===== src/rtl/chain_pkg.sv =====
// Shared types and default parameters for the chain deserializer and its output slot.
// Purely declarative: no logic, no latency, no flow control.
package chain_pkg;

    typedef enum logic {
        HUNT   = 1'b0,
        LOCKED = 1'b1
    } chain_state_t;

    localparam int             CHAIN_WORD_W      = 8;
    localparam logic [7:0]     CHAIN_SYNC        = 8'hA5;
    localparam int             CHAIN_FRAME_WORDS = 4;

endpackage


===== src/rtl/chain_word_slot.sv =====
// One-entry valid/ready holding register; a load becomes valid on the same edge.
// A load into a busy slot (valid & !ready) is dropped and sets sticky overflow.
module chain_word_slot #(
    parameter int WIDTH = 8
) (
    input  logic             clk,
    input  logic             rst_n,
    input  logic             load,
    input  logic [WIDTH-1:0] load_data,
    input  logic             ready,
    input  logic             clear_ovf,
    output logic [WIDTH-1:0] data,
    output logic             valid,
    output logic             overflow
);

    logic slot_free;

    assign slot_free = !valid || ready;

    always_ff @(posedge clk or negedge rst_n) begin
        if (!rst_n) begin
            data     <= '0;
            valid    <= 1'b0;
            overflow <= 1'b0;
        end else begin
            if (load && slot_free) begin
                data  <= load_data;
                valid <= 1'b1;
            end else if (valid && ready) begin
                valid <= 1'b0;
            end

            // A drop on the same edge as a clear must still be reported.
            if (load && !slot_free) begin
                overflow <= 1'b1;
            end else if (clear_ovf) begin
                overflow <= 1'b0;
            end
        end
    end

endmodule


===== src/rtl/chain_deserializer.sv =====
// Sync-word hunt and word assembly over the chain stage's serial bit; word valid on the final-bit edge.
// Output is a one-entry slot: a word completing into a busy slot is dropped and flags overflow.
module chain_deserializer
    import chain_pkg::*;
#(
    parameter int               WIDTH       = CHAIN_WORD_W,
    parameter logic [WIDTH-1:0] SYNC_WORD   = CHAIN_SYNC,
    parameter int               FRAME_WORDS = CHAIN_FRAME_WORDS
) (
    input  logic             clk,
    input  logic             rst_n,
    input  logic             bit_in,
    input  logic             bit_en,
    input  logic             word_ready,
    input  logic             clear_ovf,
    output logic [WIDTH-1:0] word_data,
    output logic             word_valid,
    output logic             locked,
    output logic             overflow,
    output logic             frame_done
);

    localparam int BW  = $clog2(WIDTH);
    localparam int FW  = $clog2(WIDTH + 1);
    localparam int WCW = (FRAME_WORDS > 1) ? $clog2(FRAME_WORDS) : 1;

    localparam logic [BW-1:0]  BIT_LAST  = BW'(WIDTH - 1);
    localparam logic [FW-1:0]  FILL_MAX  = FW'(WIDTH);
    localparam logic [FW-1:0]  FILL_NEED = FW'(WIDTH - 1);
    localparam logic [WCW-1:0] WORD_LAST = WCW'(FRAME_WORDS - 1);

    chain_state_t     state;
    logic [WIDTH-2:0] shreg;
    logic [FW-1:0]    fill;
    logic [BW-1:0]    bit_cnt;
    logic [WCW-1:0]   word_cnt;

    logic [WIDTH-1:0] cand;
    logic             word_done;

    // Only the newest WIDTH-1 bits are kept; the incoming bit completes the window.
    assign cand      = {shreg, bit_in};
    assign word_done = bit_en && (state == LOCKED) && (bit_cnt == BIT_LAST);
    assign locked    = (state == LOCKED);

    always_ff @(posedge clk or negedge rst_n) begin
        if (!rst_n) begin
            state      <= HUNT;
            shreg      <= '0;
            fill       <= '0;
            bit_cnt    <= '0;
            word_cnt   <= '0;
            frame_done <= 1'b0;
        end else begin
            frame_done <= 1'b0;
            if (bit_en) begin
                shreg <= cand[WIDTH-2:0];
                case (state)
                    HUNT: begin
                        if (fill != FILL_MAX) begin
                            fill <= fill + FW'(1);
                        end
                        if ((fill >= FILL_NEED) && (cand == SYNC_WORD)) begin
                            state    <= LOCKED;
                            bit_cnt  <= '0;
                            word_cnt <= '0;
                        end
                    end
                    LOCKED: begin
                        if (bit_cnt == BIT_LAST) begin
                            bit_cnt <= '0;
                            if (word_cnt == WORD_LAST) begin
                                // Frame end: the next sync must be built from fresh bits.
                                state      <= HUNT;
                                fill       <= '0;
                                word_cnt   <= '0;
                                frame_done <= 1'b1;
                            end else begin
                                word_cnt <= word_cnt + WCW'(1);
                            end
                        end else begin
                            bit_cnt <= bit_cnt + BW'(1);
                        end
                    end
                    default: state <= HUNT;
                endcase
            end
        end
    end

    chain_word_slot #(
        .WIDTH (WIDTH)
    ) u_slot (
        .clk       (clk),
        .rst_n     (rst_n),
        .load      (word_done),
        .load_data (cand),
        .ready     (word_ready),
        .clear_ovf (clear_ovf),
        .data      (word_data),
        .valid     (word_valid),
        .overflow  (overflow)
    );

endmodule


===== config.mk =====
export PLATFORM = sky130hd
export DESIGN_NAME = chain_deserializer
export DESIGN_NICKNAME = d
export VERILOG_FILES = /design/src/rtl/chain_pkg.sv /design/src/rtl/chain_word_slot.sv /design/src/rtl/chain_deserializer.sv
export SDC_FILE = /design/constraint.sdc
export NUM_CORES = 1
export LEC_CHECK = 0
export ABC_CLOCK_PERIOD_IN_PS = 2000
export CAP_MARGIN = 10
export CORE_MARGIN = 2
export CORE_UTILIZATION = 50
export CTS_CLUSTER_DIAMETER = 30
export DETAILED_ROUTE_END_ITERATION = 7
export GPL_TIMING_DRIVEN = 0
export HOLD_SLACK_MARGIN = 0.15
export PLACE_DENSITY_LB_ADDON = 0.3
export SLEW_MARGIN = 20
export SYNTH_ARGS = -nofsm -noshare
export SYNTH_HDL_FRONTEND = slang
export SYNTH_HIERARCHICAL = 1
export SYNTH_SLANG_ARGS = --single-unit

===== constraint.sdc =====
create_clock -name clk -period 2 [get_ports clk]
set_input_delay 0.4 -clock clk [delete_from_list [all_inputs] [get_ports clk]]
set_output_delay 0.4 -clock clk [all_outputs]
set_load 0.005 [all_outputs]

==> impl_metrics.yaml, run 1 <==
clocking:
  h-tree-depth: 1
  clk_latency_ns: 0.32
  cts_tree: "yes"
  cts.clk_slew.worst_paths_ns: 0.15
  cts_root_buffer: "clkbuf_4"
  clockBufferDepth: 2
  cts.sinks: 28
  cts_buffers: 3
synth:
  synth_compound_area_share_pct: 9.62
  synth-xor-area-share_pct: 0
  yosysTopAreaCellShare_pct: 53.3
  syn_nets: 112
  synth_top_family_by_area: "multiplexers"
  postSynthCellCount: 100
  synth_area_leaders: "dfrtp_1, mux2_4, mux2_2"
  yosys.area_share.simple_pct: 12.8
  synth_cell_types: 33
  ys_seq_area_share_pct: 53.3
  avgSynthCellArea_um2: 13.1
  ys_warn_count: 6
  synth_fa_ha_area_share_pct: 5.71
  synth-seq-cells: 28
  muxShareOfSynthArea_pct: 15.9
  yosysTopAreaCell: "dfrtp_1"
  netlist_area_mm2: 0.00131
placement:
  gp_congestion: 0.707
  place_inst: 147
  numPortBuffers: 17
  place_area_mm2: 0.00152
  hpwl_mm: 1.60
routing:
  viasPerCell: 5.59
  ant_nets: 0
  firstDrtPassIters: 4
  drt_iter0_markers: 25
  routed-via-count: 849
  wl_mm: 2.22
  wl_per_cell_um: 14.6
  drcViolationCount: 0
floorplanning:
  initial_utilization_pct: 53.0
  die_w_um: 55.3
  fp-row-count: 18
  fp.coreArea_mm2: 0.00248
  io_pins: 18
  die_y_um: 55.3
  fp.dieArea_mm2: 0.00305
critical_path:
  cp-start-kind: "flop"
  r2r_slack_ns: 0.23
  path_cells: "clkdlybuf4s50_1"
  crit_type: "flop to output pin"
  rr_worst_depth: 5
  arrival_ns: 1.41
  cp_top_family: "buffers and inverters"
  slowest_delay_ns: 0.56
  cp_slowest_cell: "clkdlybuf4s50_1"
  cp_data_required_time_ns: 1.60
  worst_setup_path_end_kind: "output pin"
  critPathMaxFanout: 9
  path_buf_inv: 1
  crit_path_start: "locked$_DFFE_PN0P_"
  reg2reg_from: "bit_cnt[0]$_DFFE_PN0P_"
  r2r-end: "u_slot/data[4]$_DFFE_PN0P_"
job:
  maxCapViolations: 0
pwr:
  irDropWorstVdd_mv: 0.856
  power-per-cell-area_mw_per_mm2: 1130
  p_leak_nw: 0.737
grt:
  grt_overflow: 0
  grt_pass1_wl_mm: 3.76
  grt_max_degree: 29
  antenna_found_initial: 0
  grt_pass1_vias: 861
  track_usage_pct: 15.3
layout:
  finalNonFillerCells: 152
  fillers: 210
  syn_to_final_growth_pct: 20.2
  layout.nets: 135
  final_cell_area_mm2: 0.00158
  diodes: 0
  drive_gt1_share_pct: 22.1
timing:
  setup_viol: 0
  worst_pin_slew_ns: 0.598
  period_needed_ns: 1.81
  max_freq_mhz: 553
  hold_viol_final: 0
  fin_tns_setup_ns: 0
  fin_crit_sh_pct: 90.4
  skew_ns: 0.00224
  rsz0062_at_grt: "false"
  slew_viol_final: 0
  relSlewSlack_pct: 60.1
hold_path:
  hp-class: "flop to flop"
  holdPathStages: 1
  min-delay-start: "u_slot/data[3]$_DFFE_PN0P_"
  min_to: "u_slot/data[3]$_DFFE_PN0P_"
outcome:
  status: "completed"
power by group:
group / total [mW] / internal, mW / switching, mW
combinational: 0.572 / 0.344 / 0.227
clock: 0.367 / 0.203 / 0.164
sequential: 0.849 / 0.717 / 0.133
total: 1.79 / 1.26 / 0.524
flip-flops by register name (all words and copies together), names as in the netlist:
signal	count
u_slot/data	8
shreg	7
fill	4
bit_cnt	3
word_cnt	2
frame_done	1
locked	1
u_slot/overflow	1
u_slot/valid	1
layer usage:
metal  wire [um]  part of all wire, %  track usage [%]  vias up
met4          33                  1.5             6.27        0
met2        1090                   49             25.3       16
met1        1040                   47             19.6      420
li1            -                    -                -      409
met3          56                  2.5             2.81        4
met5           0                    0                0        -
cell type report:
| class | count | area [um^2] | share of cell area (%) |
|---|---|---|---|
| clock buffers | 3 | 22.5 | 1.43 |
| well taps | 30 | 37.5 | 2.38 |
| clock inverters | 1 | 30.0 | 1.90 |
| inverters | 8 | 30.0 | 1.90 |
| flip-flops and latches | 28 | 701 | 44.4 |
| plain buffers | 1 | 5.00 | 0.317 |
| multi-input cells | 63 | 578 | 36.6 |
| repair buffers | 18 | 175 | 11.1 |
cells in the final DEF, fill, tap and decap left out, types with 2 or more instances in the layout:
cell type         n
o21ai_0           3
nor2_1            4
mux2_4            8
and2_1            2
dfrtp_1          28
inv_1             8
o22ai_1           2
and4bb_2          2
ha_1              6
a21oi_1           2
a221o_1           5
nand3_1           2
nor2b_1           2
clkbuf_4          3
buf_2             2
mux2_2            7
clkdlybuf4s50_1  16
synthesized netlist by cell type:
cell type / n
and3b_1: 1
mux2_2: 7
or3_1: 1
nand2_4: 1
and2b_1: 1
dfrtp_1: 28
a21oi_1: 2
a31oi_1: 1
mux2_4: 8
nand2b_4: 1
mux2i_1: 1
inv_1: 8
buf_2: 1
nand2b_1: 1
and2_1: 2
nor2_1: 4
and4bb_2: 2
o2bb2ai_1: 1
nand4_1: 1
o22ai_1: 2
or4_1: 1
nand3_1: 2
ha_1: 6
or2_2: 1
a21boi_0: 1
and3_1: 1
o21ai_0: 3
nor2b_1: 2
a221o_1: 5
nand2_1: 1
nand2b_2: 1
a41oi_1: 1
a21o_1: 1
cells by family after synthesis:
logic type,count (synthesis)
AO/OA/AOI/OAI,17
adder cells (fa/ha/maj),6
buffers and inverters,9
flip-flops,28
multiplexers,16
AND/OR/NAND/NOR,24
through the flow:
stage               hold WS, ns  utilization, %  worst slack, ns  power (mW)
floorplan                 0.104               -            0.395        1.21
global placement          0.492            61.4          0.00341        1.40
detailed placement        0.446            61.2          -0.0270        1.44
CTS                       0.532            63.7            0.168        1.81
global route              0.556            63.7            0.135        1.90
finish                    0.527            63.7            0.192        1.79
worst max path at each step:
| stage | end | slack (ns) | cells after the start |
|---|---|---|---|
| 5_1_grt | locked | 0.14 | 1 |
| 3_3_place_gp | u_slot/data[6]$_DFFE_PN0P_ | 0.003 | 4 |
| 4_1_cts | locked | 0.17 | 1 |
| 3_5_place_dp | u_slot/data[1]$_DFFE_PN0P_ | -0.03 | 4 |
| 2_1_floorplan | u_slot/data[0]$_DFFE_PN0P_ | 0.40 | 5 |
| 6_report | locked | 0.19 | 1 |
what timing repair did:
item	4_1_cts	5_1_grt
endpoints found under the hold margin	28	0
setup buffers	0	0
resized for setup	0	0
hold buffers	1	0
(Power assumes the default switching activity.)
==> run 2: changes to the inputs <==
Settings changed: CORE_UTILIZATION 50 to 35.
==> impl_metrics.yaml, run 2 (synthesis results as in run 1) <==
critical_path:
  path_cells: "ha_1 > ha_1 > and3_1 > nand2_4 > mux2_4"
  crit_path_start: "bit_cnt[0]$_DFFE_PN0P_"
  crit_end: "u_slot/data[2]$_DFFE_PN0P_"
  cp_slowest_cell: "dfrtp_1"
  crit_type: "flop to flop"
  cp_common_cell: "ha_1"
  slowest_delay_ns: 0.41
  arrival_ns: 1.90
  worst_setup_path_end_kind: "flop"
  critPathMaxFanout: 8
  path_buf_inv: 0
  cp_top_family: "adder cells"
  r2r-end: "u_slot/data[2]$_DFFE_PN0P_"
  cp_data_required_time_ns: 2.16
  cp-start-kind: "flop"
  cp_num_cells: 5
  rr_worst_depth: 5
  reg2reg_from: "bit_cnt[0]$_DFFE_PN0P_"
  r2r_slack_ns: 0.26
grt:
  grt_pass1_vias: 863
  grt_pass1_wl_mm: 4.02
  track_usage_pct: 12.3
  antenna_found_initial: 0
  grt_max_degree: 29
  grt_overflow: 0
floorplanning:
  initial_utilization_pct: 36.2
  io_pins: 18
  die_y_um: 65.3
  fp.dieArea_mm2: 0.00426
  fp.coreArea_mm2: 0.00363
  die_w_um: 65.3
  fp-row-count: 22
layout:
  diodes: 0
  largestRegisters: "u_slot/data: 8 flops, shreg: 7 flops, fill: 4 flops"
  final_cell_mix: "dfrtp_1, clkdlybuf4s50_1, inv_1, mux2_4, mux2_2"
  largest_reg_flops: 8
  layout.nets: 135
  final_util_pct: 44.1
  syn_to_final_growth_pct: 22.1
  fillers: 363
  layout_commonest_cell: "dfrtp_1"
  drive_gt1_share_pct: 22.1
  regMostFlops: "u_slot/data"
  seqCellArea_um2: 701
  multi_input_area_um2: 578
routing:
  ant_nets: 0
  viasPerCell: 4.88
  wl_per_cell_um: 13.2
  drt_iter0_markers: 28
  drcViolationCount: 0
  routed-via-count: 829
  wl_mm: 2.25
  firstDrtPassIters: 4
timing:
  period_needed_ns: 1.74
  worst_pin_slew_ns: 0.606
  fin_hold_ws_ns: 0.519
  fin_crit_sh_pct: 87.2
  skew_ns: 0.00149
  slew_viol_final: 0
  relSlewSlack_pct: 59.6
  setup_viol: 0
  rsz0062_at_grt: "false"
  max_freq_mhz: 573
  hold_viol_final: 0
clocking:
  cts_buffers: 3
  clk_latency_ns: 0.26
  h-tree-depth: 1
  cts_setup_buffers: 0
  cts.clk_slew.worst_paths_ns: 0.09
  cts_tree: "yes"
  clockBufferDepth: 2
  cts.sinks: 28
  cts_root_buffer: "clkbuf_8"
pwr:
  power-per-cell-area_mw_per_mm2: 1090
  irDropWorstVdd_mv: 0.599
  p_leak_nw: 0.738
outcome:
  status: "completed"
placement:
  gp_congestion: 0.684
  numPortBuffers: 17
  hpwl_mm: 1.68
job:
  maxCapViolations: 0
hold_path:
  hp-class: "flop to flop"
-- run 2: cell count changes in the layout (fill, tap and decap cells not counted) --
cell / before / now
bufinv_16: 1 / 0
clkbuf_8: 0 / 4
clkbuf_4: 3 / 0
-- run 2: per-layer routing --
| layer | global-route usage [%] | routed length (um) | vias up |
|---|---|---|---|
| met5 | 0 | 0 | - |
| li1 | - | - | 406 |
| met1 | 15.5 | 1040 | 406 |
| met3 | 3.25 | 92 | 2 |
| met4 | 4.69 | 27 | 0 |
| met2 | 20.3 | 1090 | 15 |
-- run 2: worst min-delay path by stage --
stage                                            end  slack, ns  cells past startpoint                  startpoint
after floorplan               bit_cnt[0]$_DFFE_PN0P_       0.10                      0                       rst_n
after global placement    u_slot/data[2]$_DFFE_PN0P_       0.50                      1  u_slot/data[2]$_DFFE_PN0P_
after detailed placement         fill[0]$_DFFE_PN0P_       0.45                      1                       rst_n
after CTS                 u_slot/data[4]$_DFFE_PN0P_       0.52                      1  u_slot/data[4]$_DFFE_PN0P_
after global routing      u_slot/data[5]$_DFFE_PN0P_       0.54                      1  u_slot/data[5]$_DFFE_PN0P_
final                     u_slot/data[6]$_DFFE_PN0P_       0.52                      1  u_slot/data[6]$_DFFE_PN0P_
-- run 2: metrics by stage --
stage               total power [mW]  setup WS [ns]  setup TNS [ns]  std cells  instance area [um^2]
floorplan                       1.21          0.395               0        100                  1310
global placement                1.40        -0.0102         -0.0668        165                  1540
detailed placement              1.44        -0.0299          -0.206        165                  1540
CTS                             1.79          0.234               0        170                  1600
global route                    1.91          0.130               0        170                  1600
finish                          1.76          0.256               0        170                  1600
-- run 2: report_power, final --
part / switching [mW] / internal, mW / total (mW)
Sequential: 0.130 / 0.718 / 0.848
Combinational: 0.230 / 0.345 / 0.574
Clock: 0.157 / 0.176 / 0.333
Total: 0.517 / 1.24 / 1.76
-- run 2: area by class of cell --
class | count | area share [%]
flip-flops and latches | 28 | 43.7
plain buffers | 1 | 0.312
multi-input cells | 63 | 36.0
inverters | 8 | 1.87
repair buffers | 18 | 10.9
well taps | 48 | 3.74
clock buffers | 4 | 3.43
-- run 2: repair_timing --
item / in CTS / in global routing
resized for setup: 0 / 0
hold buffers: 1 / 0
endpoints found under the hold margin: 2 / 0
==> run 3: changes to the inputs <==
Settings changed: CORE_MARGIN 2 to 5, TNS_END_PERCENT set to 20.
==> impl_metrics.yaml, run 3 (synthesis results as in run 1) <==
pwr:
  power.total_mw: 1.86
  intPower_mw: 1.33
  switching_share_pct: 28.5
  p_leak_nw: 0.745
  pwr-share-comb_pct: 30.5
  irDropWorstVdd_mv: 0.582
  seqPwrFrac_pct: 45.7
  pwr-share-clk_pct: 23.8
  p_switching_mw: 0.531
  power-per-cell-area_mw_per_mm2: 1150
grt:
  grt_overflow: 0
  grt_pass1_vias: 953
  grt_pass1_wl_mm: 4.24
  track_usage_pct: 10.4
  antenna_found_initial: 0
  grt_max_degree: 29
clocking:
  cts_tree: "yes"
  cts_resized: 0
  cts.sinks: 28
  clockBufferDepth: 2
  cts_root_buffer: "clkbuf_8"
  h-tree-depth: 1
  cts.clk_slew.worst_paths_ns: 0.10
  clk_latency_ns: 0.27
  cts_buffers: 3
floorplanning:
  fp.coreArea_mm2: 0.00366
  initial_utilization_pct: 35.9
  die_w_um: 71.3
  die_y_um: 71.3
  fp-row-count: 22
  fp.dieArea_mm2: 0.00508
  io_pins: 18
outcome:
  status: "completed"
timing:
  setup_viol: 0
  period_needed_ns: 1.75
  hold_viol_final: 0
  skew_ns: 0.00440
  fin_hold_ws_ns: 0.523
  slew_viol_final: 0
  setup_ws_ns: 0.247
  fin_crit_sh_pct: 87.6
  worst_pin_slew_ns: 0.618
  fin_tns_setup_ns: 0
  max_freq_mhz: 571
  relSlewSlack_pct: 58.8
  rsz0062_at_grt: "false"
routing:
  ant_nets: 0
  wl_per_cell_um: 14.0
  met2_length_mm: 1.22
  top_layer: "met4"
  firstDrtPassIters: 4
  route.layer.met1.wl_mm: 1.03
  viasPerCell: 5.02
  wl_mm: 2.37
  dr_wl_met3_um: 111
  drcViolationCount: 0
  routed-via-count: 854
  drt_iter0_markers: 31
layout:
  diodes: 0
  largest_reg_flops: 8
  finalNonFillerCells: 170
  seqCellArea_um2: 701
  final_cell_mix: "dfrtp_1, clkdlybuf4s50_1, inv_1, mux2_4, mux2_2"
  largestRegisters: "u_slot/data: 8 flops, shreg: 7 flops, fill: 4 flops"
  final_cell_area_mm2: 0.00162
  syn_to_final_growth_pct: 23.3
  regMostFlops: "u_slot/data"
  fillers: 341
  final_util_pct: 44.3
  layout.nets: 135
  drive_gt1_share_pct: 22.1
  multi_input_area_um2: 578
  layout_commonest_cell: "dfrtp_1"
critical_path:
  slowest_delay_ns: 0.41
  cp_data_required_time_ns: 2.17
  critPathMaxFanout: 8
  worst_setup_path_end_kind: "flop"
  path_cells: "ha_1 > ha_1 > and3_1 > nand2_4 > mux2_4"
  cp_slowest_cell: "dfrtp_1"
  path_buf_inv: 0
  rr_worst_depth: 5
  cp_common_cell: "ha_1"
  cp-start-kind: "flop"
  arrival_ns: 1.92
  cp_num_cells: 5
  cp_top_family: "adder cells"
  crit_type: "flop to flop"
hold_path:
  holdPathStages: 1
  hp-class: "flop to flop"
placement:
  gp_congestion: 0.714
  place_inst: 165
  hpwl_mm: 1.76
  dp_worst_setup_slack_ns: -0.0303
  place_area_mm2: 0.00154
  numPortBuffers: 17
job:
  maxCapViolations: 0
## run 3: path summary, 6_finish.rpt
kind	slack [ns]	endpoint	start
worst max-delay path	0.25	u_slot/data[4]$_DFFE_PN0P_	bit_cnt[0]$_DFFE_PN0P_
worst min-delay path	0.52	u_slot/data[3]$_DFFE_PN0P_	u_slot/data[3]$_DFFE_PN0P_
worst max register to register	0.25	u_slot/data[4]$_DFFE_PN0P_	bit_cnt[0]$_DFFE_PN0P_
worst min register to register	0.52	u_slot/data[3]$_DFFE_PN0P_	u_slot/data[3]$_DFFE_PN0P_
max in group asynchronous	0.93	fill[3]$_DFFE_PN0P_	rst_n
min in group asynchronous	0.67	bit_cnt[0]$_DFFE_PN0P_	rst_n
## run 3: cell type report
| class | count | area share [%] |
|---|---|---|
| Tap cell | 48 | 3.71 |
| Clock inverter | 1 | 1.85 |
| Multi-Input combinational cell | 63 | 35.7 |
| Timing Repair Buffer | 18 | 10.8 |
| Buffer | 1 | 0.309 |
| Sequential cell | 28 | 43.2 |
| Clock buffer | 3 | 2.55 |
| Inverter | 8 | 1.85 |
## run 3: repair_timing
action / 4_1_cts / 5_1_grt
hold buffers: 1 / 0
setup buffers: 0 / 0
setup endpoints to repair: 0 / 0
endpoints found under the hold margin: 2 / 0
## run 3: layer usage
metal / global-route usage, % / up-vias
met5: 0 / -
met4: 3.76 / 0
met3: 2.24 / 2
met2: 18.7 / 15
met1: 12.1 / 431
li1: - / 406
## run 3: power groups by stage
stage	Clock [mW]	Sequential [mW]	Combinational [mW]
2_1_floorplan	0	0.833	0.375
3_3_place_gp	0	0.848	0.550
3_5_place_dp	0	0.862	0.575
4_1_cts	0.459	0.852	0.580
5_1_grt	0.471	0.879	0.644
6_report	0.443	0.850	0.568
